<file path="src/rtl/uart_pkg.sv">
// Shared UART definitions.
//   rx_state_t        receiver FSM states
//   UART_CLK_PER_BIT  default bit period in clk cycles (115200 baud at 100 MHz)
package uart_pkg;

    typedef enum logic [1:0] {
        IDLE,
        START,
        DATA,
        STOP
    } rx_state_t;

    localparam int UART_CLK_PER_BIT = 868;

endpackage

</file>
<file path="src/rtl/uart_rx_if.sv">
// Word handshake between the UART receiver and the decode stage.
//   rdata  assembled 32-bit word (first byte in [7:0])
//   valid  rdata holds an untaken word
//   ready  consumer accepts; transfer on valid && ready at a clk edge
//   ferr   one-cycle pulse: stop bit sampled low
//   ovr    one-cycle pulse: completed word dropped, buffer full
interface uart_rx_if;
    logic [31:0] rdata;
    logic        valid;
    logic        ready;
    logic        ferr;
    logic        ovr;

    modport master (output rdata, output valid, output ferr, output ovr, input ready);
    modport slave  (input rdata, input valid, input ferr, input ovr, output ready);
endinterface

</file>
<file path="src/rtl/uart_rx_byte.sv">
// 8N1 byte receiver: rxd synchroniser, start/data/stop FSM and bit timing.
//   clk, rstn   clock, async active-low reset
//   rxd         raw serial input, idle high
//   rx_byte     last received byte, valid while byte_valid is high
//   byte_valid  one-cycle pulse after a good stop bit
//   ferr        one-cycle pulse after a low stop bit (byte discarded)
module uart_rx_byte
    import uart_pkg::*;
#(
    parameter int CLK_PER_BIT = UART_CLK_PER_BIT,
    parameter int CNT_W       = 16
) (
    input  logic       clk,
    input  logic       rstn,
    input  logic       rxd,
    output logic [7:0] rx_byte,
    output logic       byte_valid,
    output logic       ferr
);

    localparam logic [CNT_W-1:0] HALF_TC = CNT_W'(CLK_PER_BIT / 2 - 1);
    localparam logic [CNT_W-1:0] BIT_TC  = CNT_W'(CLK_PER_BIT - 1);

    logic [1:0]       sync;
    logic             rxd_s;
    logic [1:0]       flush;
    logic             armed;
    rx_state_t        state, state_nxt;
    logic [CNT_W-1:0] cnt, cnt_nxt;
    logic [2:0]       bit_idx, bit_idx_nxt;
    logic [7:0]       shift, shift_nxt;
    logic             bv_nxt, ferr_nxt;

    assign rxd_s   = sync[1];
    assign rx_byte = shift;

    // The synchroniser resets to 1, so its first two outputs say nothing
    // about the line; only arm once a real high has come through.
    always_ff @(posedge clk or negedge rstn) begin
        if (!rstn) begin
            sync  <= 2'b11;
            flush <= 2'b00;
            armed <= 1'b0;
        end else begin
            sync  <= {sync[0], rxd};
            flush <= {flush[0], 1'b1};
            armed <= armed | (flush[1] & rxd_s);
        end
    end

    always_ff @(posedge clk or negedge rstn) begin
        if (!rstn) begin
            state      <= IDLE;
            cnt        <= '0;
            bit_idx    <= '0;
            shift      <= '0;
            byte_valid <= 1'b0;
            ferr       <= 1'b0;
        end else begin
            state      <= state_nxt;
            cnt        <= cnt_nxt;
            bit_idx    <= bit_idx_nxt;
            shift      <= shift_nxt;
            byte_valid <= bv_nxt;
            ferr       <= ferr_nxt;
        end
    end

    always_comb begin
        state_nxt   = state;
        cnt_nxt     = cnt;
        bit_idx_nxt = bit_idx;
        shift_nxt   = shift;
        bv_nxt      = 1'b0;
        ferr_nxt    = 1'b0;
        case (state)
            IDLE: begin
                if (armed && !rxd_s) begin
                    state_nxt = START;
                    cnt_nxt   = '0;
                end
            end
            START: begin
                if (cnt == HALF_TC) begin
                    cnt_nxt = '0;
                    if (rxd_s) begin
                        state_nxt = IDLE;       // glitch, not a start bit
                    end else begin
                        state_nxt   = DATA;
                        bit_idx_nxt = '0;
                    end
                end else begin
                    cnt_nxt = cnt + 1'b1;
                end
            end
            DATA: begin
                if (cnt == BIT_TC) begin
                    cnt_nxt            = '0;
                    shift_nxt[bit_idx] = rxd_s;
                    if (bit_idx == 3'd7) state_nxt = STOP;
                    else bit_idx_nxt = bit_idx + 1'b1;
                end else begin
                    cnt_nxt = cnt + 1'b1;
                end
            end
            STOP: begin
                // Leave mid stop bit so a back-to-back start edge is caught.
                if (cnt == BIT_TC) begin
                    cnt_nxt   = '0;
                    state_nxt = IDLE;
                    if (rxd_s) bv_nxt = 1'b1;
                    else ferr_nxt = 1'b1;
                end else begin
                    cnt_nxt = cnt + 1'b1;
                end
            end
            default: state_nxt = IDLE;
        endcase
    end

endmodule

</file>
<file path="src/rtl/uart_rx.sv">
// UART receiver: four 8N1 bytes assembled into one 32-bit word, offered on a
// valid/ready handshake with a single output register.
//   clk, rstn  clock, async active-low reset
//   rxd        serial input, idle high, asynchronous to clk
//   bus        uart_rx_if master: rdata/valid/ready handshake, ferr and ovr pulses
module uart_rx
    import uart_pkg::*;
#(
    parameter int CLK_PER_BIT = UART_CLK_PER_BIT,
    parameter int CNT_W       = 16
) (
    input  logic      clk,
    input  logic      rstn,
    input  logic      rxd,
    uart_rx_if.master bus
);

    logic [7:0]  rx_byte;
    logic        byte_valid;
    logic        byte_ferr;
    logic [1:0]  idx;
    logic [23:0] asm_q;     // lanes 0..2; lane 3 goes straight to the output
    logic [31:0] rdata_q;
    logic        valid_q;
    logic        ovr_q;
    logic        word_done;

    uart_rx_byte #(.CLK_PER_BIT(CLK_PER_BIT), .CNT_W(CNT_W)) u_byte (
        .clk        (clk),
        .rstn       (rstn),
        .rxd        (rxd),
        .rx_byte    (rx_byte),
        .byte_valid (byte_valid),
        .ferr       (byte_ferr)
    );

    assign word_done = byte_valid && (idx == 2'd3);

    always_ff @(posedge clk or negedge rstn) begin
        if (!rstn) begin
            idx   <= '0;
            asm_q <= '0;
        end else if (byte_valid) begin
            case (idx)
                2'd0:    asm_q[7:0]   <= rx_byte;
                2'd1:    asm_q[15:8]  <= rx_byte;
                2'd2:    asm_q[23:16] <= rx_byte;
                default: ;
            endcase
            idx <= idx + 1'b1;
        end
    end

    // A word may replace the held one only if it is being taken this cycle.
    always_ff @(posedge clk or negedge rstn) begin
        if (!rstn) begin
            rdata_q <= '0;
            valid_q <= 1'b0;
            ovr_q   <= 1'b0;
        end else begin
            ovr_q <= 1'b0;
            if (word_done) begin
                if (!valid_q || bus.ready) begin
                    rdata_q <= {rx_byte, asm_q};
                    valid_q <= 1'b1;
                end else begin
                    ovr_q <= 1'b1;
                end
            end else if (valid_q && bus.ready) begin
                valid_q <= 1'b0;
            end
        end
    end

    assign bus.rdata = rdata_q;
    assign bus.valid = valid_q;
    assign bus.ovr   = ovr_q;
    assign bus.ferr  = byte_ferr;

endmodule

</file>
<file path="src/flat_wrapper.sv">
// flat-port wrapper written by rule: the top's interface ports become plain ports
module uart_rx_flat import uart_pkg::*;
#(
    parameter int CLK_PER_BIT = UART_CLK_PER_BIT,
    parameter int CNT_W       = 16
)
  (clk, rstn, rxd, bus_rdata, bus_valid, bus_ferr, bus_ovr, bus_ready);
  uart_rx_if bus_i ();
  input  logic clk;
  input  logic rstn;
  input  logic rxd;
  output wire logic [$bits(bus_i.rdata)-1:0] bus_rdata;
  output wire logic [$bits(bus_i.valid)-1:0] bus_valid;
  output wire logic [$bits(bus_i.ferr)-1:0] bus_ferr;
  output wire logic [$bits(bus_i.ovr)-1:0] bus_ovr;
  input wire logic [$bits(bus_i.ready)-1:0] bus_ready;
  assign bus_rdata = bus_i.rdata;
  assign bus_valid = bus_i.valid;
  assign bus_ferr = bus_i.ferr;
  assign bus_ovr = bus_i.ovr;
  assign bus_i.ready = bus_ready;
  uart_rx #(.CLK_PER_BIT(CLK_PER_BIT), .CNT_W(CNT_W)) u_core (.clk(clk), .rstn(rstn), .rxd(rxd), .bus(bus_i));
endmodule
</file>
<file path="config.mk">
export PLATFORM = sky130hd
export DESIGN_NAME = uart_rx_flat
export DESIGN_NICKNAME = d
export VERILOG_FILES = /design/src/rtl/uart_pkg.sv /design/src/rtl/uart_rx_if.sv /design/src/rtl/uart_rx_byte.sv /design/src/rtl/uart_rx.sv /design/src/flat_wrapper.sv
export SDC_FILE = /design/constraint.sdc
export NUM_CORES = 1
export LEC_CHECK = 0
export CAP_MARGIN = 0
export CORE_MARGIN = 2
export CORE_UTILIZATION = 30
export DETAILED_ROUTE_END_ITERATION = 12
export HOLD_SLACK_MARGIN = 0.05
export PLACE_DENSITY = 0.54
export RECOVER_POWER = 50
export SLEW_MARGIN = 20
export SYNTH_ARGS = -nofsm -noshare
export SYNTH_HDL_FRONTEND = slang
export SYNTH_SLANG_ARGS = --single-unit
</file>
<file path="constraint.sdc">
create_clock -name clk -period 2.9 [get_ports clk]
set_input_delay 0.58 -clock clk [delete_from_list [all_inputs] [get_ports clk]]
set_output_delay 0.58 -clock clk [all_outputs]
set_load 0.01 [all_outputs]
</file>
== Word level (Yosys, flattened, before mapping) ==
Index checks and enable logic that the tools add are counted.

* Bits in latches: 0
* Output and inout port bits: 35
* Memories: 0
* Memory bits (writable): 0
* Logic and storage cells: 90
* Input bits: 4
* Bits in read-only memories: 0
* Flip-flop bits (word level): 96

* Eq/ne operators: 17
* $add $sub $neg: 3
* Shifts and indexed selects: 0
* $mul: 0
* Bitwise logic cells: 2
* $lt $le $gt $ge: 2
* Reduce and logical (&&, ||, !) cells: 20
* Muxes and demuxes: 30
* Divide/modulo/power cells: 0

{| class="wikitable"
|+ Operators with widths
! kind !! number
|-
| $mux 16 || 3
|-
| $pmux 16 s3 || 1
|-
| $add 16x1->16 const B || 1
|-
| $eq 16x10->1 const B || 1
|-
| $eq 16x9->1 const B || 1
|-
| $ne 2x2->1 const B || 8
|-
| $mux 1 || 12
|-
| $mux 2 || 6
|-
| $mux 3 || 4
|-
| $reduce_and 2->1 || 6
|-
| $reduce_and 5->1 || 2
|-
| $bwmux 8 || 1
|-
| $eq 2x2->1 const B || 4
|-
| $pmux 2 s4 || 1
|-
| $pmux 3 s2 || 1
|-
| $eq 2x1->1 const B || 2
|-
| $logic_and 1x1->1 || 4
|-
| $logic_not 2->1 || 2
|-
| $lt 3x4->1 const B || 1
|-
| $reduce_bool 2->1 || 2
|-
| $add 3x1->3 const B || 1
|-
| $demux 1 s3 || 1
|-
| $eq 3x3->1 const B || 1
|-
| $ge 3x1->1 const B || 1
|-
| other kinds (6) || 7
|}

== Logic depth before layout (Yosys ltp) ==
* Word-level depth: 5
* Gate-level depth with buffers: 9
* Gate-level depth less buffers: 7

== Hierarchy ==
From an unflattened synthesis, not the netlist that was laid out.

* Cells, all modules: 317
* Area, all modules: 4247.8 µm²

{| class="wikitable"
|+ By module, submodules not included
! module !! sequential area each (µm²) !! times used !! cells each !! area an instance (µm²)
|-
| uart_rx || 1501.4 || 1 || 138 || 2459.9
|-
| uart_rx_byte || 903.4 || 1 || 179 || 1788.0
|}

== Worst setup path before layout ==
No wires, ideal clock.

* Path kind: reg-to-reg
* From: reg u_core.u_byte.cnt[0]
* To: reg u_core.u_byte.shift[0] (netlist: u_core.u_byte.rx_byte[0])
* Library setup time: 125 ps
* Setup slack: 1103 ps
* Data arrival time: 1672 ps
* Stages on the path, launching flop included: 7
* Data required time: 2775 ps
* Clock period less this slack: 1797 ps
* Path buffers: 0
* Path through: dfrtp_1 -> ha_1 -> and3b_1 -> nand4_1 -> nand2b_1 -> nor4_1 -> mux2_2

* Longest elaborated chain between the ends: 2

{| class="wikitable"
|+ RTL lines
! what !! line !! RTL
|-
| from (decl) || uart_rx_byte.sv:29 || <nowiki>logic [CNT_W-1:0] cnt, cnt_nxt;</nowiki>
|-
| from (signal assigned) || uart_rx_byte.sv:61 || <nowiki>cnt <= cnt_nxt;</nowiki>
|-
| $eq 16x10->1 || uart_rx_byte.sv:97 || <nowiki>if (cnt == BIT_TC) begin</nowiki>
|-
| $reduce_and 2->1 (no source line) || n/a ||
|-
| to (signal assigned) || uart_rx_byte.sv:63 || <nowiki>shift <= shift_nxt;</nowiki>
|-
| to (decl) || uart_rx_byte.sv:31 || <nowiki>logic [7:0] shift, shift_nxt;</nowiki>
|}

Every way passes these cells.
A chain may end at the register's enable or synchronous reset.

== Worst setup path after layout ==
* From: reg u_core.u_byte.cnt[0]
* To: reg u_core.u_byte.cnt[13]

* Longest elaborated chain between the ends: 3
* Elaborated cells between the ends (all ways): 6
* Classes of those cells: 1 x add/sub; 2 x eq/ne; 3 x mux

{| class="wikitable"
|+ RTL lines
! what !! line !! RTL
|-
| $add 16x1->16, or another cell as far along || uart_rx_byte.sv:93, uart_rx_byte.sv:103, uart_rx_byte.sv:114 ||
|-
| $mux 16 (on tied branches) || uart_rx_byte.sv:97, uart_rx_byte.sv:108, uart_rx_byte.sv:84 ||
|-
| $pmux 16 s3 * || uart_rx_byte.sv:76 || <nowiki>case (state)</nowiki>
|}

Every way passes the cells marked *; elsewhere a longest branch is shown, timed or not.

==> metrics.md <==
| Metric | Value |
|---|---|
| Status | finished, final reports clean |
| Main synth FF type | dfrtp_1 |
| Drt initial violations | 131 |
| Worst-path cell chain | ha_1 > and3b_1 > nand4_1 > a22o_1 > o21ai_0 > a31oi_1 |
| Clk_skew | 8.980 ps |
| Inst Count DP | 516 |
| Pwr dens | ~600 nW/um^2 |
| Clk slew on worst S/H paths | 70 ps |
| Top Ports | 39 |
| Register-to-Register Setup Slack | between 600 and 700 ps |
| Total GRT Usage | 0.1142 |
| DRC errors left | 0 |
| Longest Clk Path Bufs | 2 |
| Final WL | 7603 um |
| HP Class | input port to async pin |
| Slew margin rel. | 0.09485 |
| Syn nets | about 330 |
| Congestion Overflow GR | 0 |
| CTS root buf | clkbuf_16 |
| Max Slew Vio Count | 0 |
| Final Critical Period | 2234 ps |
| Sink Count | 96 |
| Chip width | 120.6 um |
| Crit-path leading delay family | compound AO/OA/AOI/OAI gates |
| Crit path from | u_core.u_byte.cnt[0] |
| Most frequent cells in the layout | 94 x dfrtp_1, 62 x mux2_2, 35 x clkdlybuf4s50_1, 23 x nand2_1, 11 x a31oi_1 |
| Largest net degree at the start of global routing | 57 |
| Number of diodes | 0 |
| Via/cell ratio | 4.759 |
| Design Power | 2.875 mW |
| Initial core utilization | 0.3078 |
| Routability Congestion | 0.7432 |
| P_leak | 2.297 nW |
| Critical Path RT | 3160 ps |
| TritonCTS clock tree | done |
| Fraction of registers with async set/reset | 1.000 |
| Placed cell area | roughly 4600 um^2 |
| Fmax achieved | 447.6 MHz |
| Clk Latency, worst-skew pair | 350 ps |
| Mapped Cells | 313 |
| Critical path's slowest cell | a22o_1 |
| Detailed Routing Iterations Pass 1 | 4 |
| Post-CTS setup buffer count | 0 |
| Avg WL per Cell | 14.29 um |
| Post-synthesis register bit count | 96 |
| Yosys warnings | 0 |
| Num CTS Buffers | 9 |
| H-Tree Depth | 3 |
| Cell Rows | 42 |
| Distinct cells, synth | 46 |
| Fin nets | between 300 and 400 |
| Final Hold Vio Count | 0 |
| Vias in the first global route | 2587 |
| Seq/Total Area, Yosys | 0.5899 |
| WP buf/inv | 0 |
| Die Footprint | 14540 um^2 |
| Setup Crit Path Kind | flip-flop to flip-flop |
| Routed Antenna Nets | 0 |
| RSZ-0062 raised after global routing | no |
| Commonest non-fill, non-tap cell in the layout | dfrtp_1 |
| Final setup vio count | 0 |
| Core footprint | 13240 um^2 |
| Final Cycle Share | 0.7704 |
| Setup TNS | 0 ps |
| Vias | 2532 |
| Number of flops mapped to enable cells by yosys | 0 |
| Crit start category | flip-flop |
| Worst reg-to-reg path cell count | 6 |
| Crit Reg-Reg Startpoint | u_core.u_byte.cnt[0] |
| Worst VDD drop | between 0.0003 and 0.0004 V |
| Finished Layout Cells | 532 |
| Cts hold-fix bufs | 0 |
| Initial antenna violation count | 0 |
| DP Wirelength | ~5000 um |
| First-pass GRT wire length | 13080 um |
| Number of buffers added on ports | 38 |
| Crit-path max FO | 19 |
| P&R area growth vs syn | 20.72% |
| Critical path arrival | 2490 ps |
| Worst slew pin tran | 1358 ps |
| Synthesized area | just over 4000 um^2 |
| Hold Slack | 206.6 ps |
| Die Ht | 120.6 um |
| Resize count post-CTS | 0 |
| Slowest stage delay, CP | 640 ps |
| Layout cell share with drive strength beyond 1 | 0.2556 |
| MaxCap Viol Count | 0 |
| CP Capture Type | flip-flop |
| Mean Syn Cell Area | ~13 um^2 |
| Reg-to-reg endpoint | u_core.u_byte.cnt[13] |
| Design Area, Final | between 4000 and 5000 um^2 |
[worst max-delay path by stage]
stage                          endpoint  slack [ps]  cells after the start
3_5_place_dp        u_core.bus.rdata[6]         650                      5
2_1_floorplan  u_core.u_byte.rx_byte[0]        1100                      6
6_report          u_core.u_byte.cnt[13]         670                      6
5_1_grt            u_core.u_byte.cnt[6]         470                      6
3_3_place_gp       u_core.bus.rdata[23]         700                      5
4_1_cts           u_core.u_byte.cnt[13]         680                      6
[per-layer routing]
metal  vias to the layer above  part of all wire  global-route usage
li1                       1208                 -                   -
met1                      1271              0.48              0.1461
met2                        42              0.47              0.1840
met3                        11             0.036             0.03255
met4                         0             0.016             0.04215
met5                         -                 0                   0
[area by class of cell]
type / instances / area [um^2]
tap: 176 / 220.2
sequential: 96 / 2405
multi-input combinational: 195 / 1562
clock buffer: 9 / 225.2
timing repair buffer: 41 / 397.9
clock inverter: 7 / 81.33
fill: 1305 / 8322
inverter: 8 / 30.03
[cells by family (layout without fill, tap and decap cells)]
group	count (synthesis)	in the layout	share of synthesized area
fa+ha+maj	8	8	0.02456
buf+inv	22	65	0.02762
compound gates	44	44	0.07091
other cells	1	1	0.0009199
mux	63	63	0.1740
simple gates	74	74	0.1013
flops	96	96	0.5899
xor+xnor	5	5	0.01074
[synthesized netlist by cell type (2+ instances only)]
library cell,n,area (um^2)
nand3_1,7,35.03
nor3_1,7,35.03
dfstp_2,2,52.55
nor3b_1,2,15.01
o31ai_1,2,15.01
inv_1,8,30.03
nand2b_1,4,25.02
a22o_1,6,52.55
o21ai_0,9,45.04
nand4_1,4,25.02
a31oi_1,11,68.82
nor2_1,9,33.78
dfrtp_1,94,2352
o21ai_1,2,10.01
ha_1,8,100.1
nor2b_1,3,18.77
buf_6,3,33.78
a21oi_1,6,30.03
clkbuf_1,5,18.77
nand2_1,23,86.33
xnor2_1,3,26.28
nor4_1,3,18.77
a41oi_1,2,17.52
buf_2,6,30.03
mux2_2,62,698.2
xor2_1,2,17.52
[report_power, final]
part	switching, mW	internal (mW)
registers	0.0912	1.39
clock network	0.585	0.619
logic	0.106	0.0828
[registers in the layout (all words and copies together) (netlist names), named ones only]
signal                    flops
u_core.u_byte.cnt            16
u_core.bus.rdata             32
u_core.u_byte.bit_idx         3
u_core.u_byte.state           1
u_core.u_byte.ferr            1
u_core.u_byte.byte_valid      1
u_core.u_byte.rx_byte         8
u_core.idx                    2
u_core.u_byte.sync            2
u_core.u_byte.flush           2
u_core.asm_q                 24
u_core.bus.ovr                1
u_core.bus.valid              1
u_core.u_byte.armed           1
[through the flow]
stage	setup WS, ps	utilization
final	665.8	0.3716
after global routing	471.7	0.3716
after CTS	683.9	0.3727
after detailed placement	653.7	0.3496
after global placement	703.5	0.3496
after floorplan	1103	-
No activity file was read; power rests on OpenSTA's default activity.
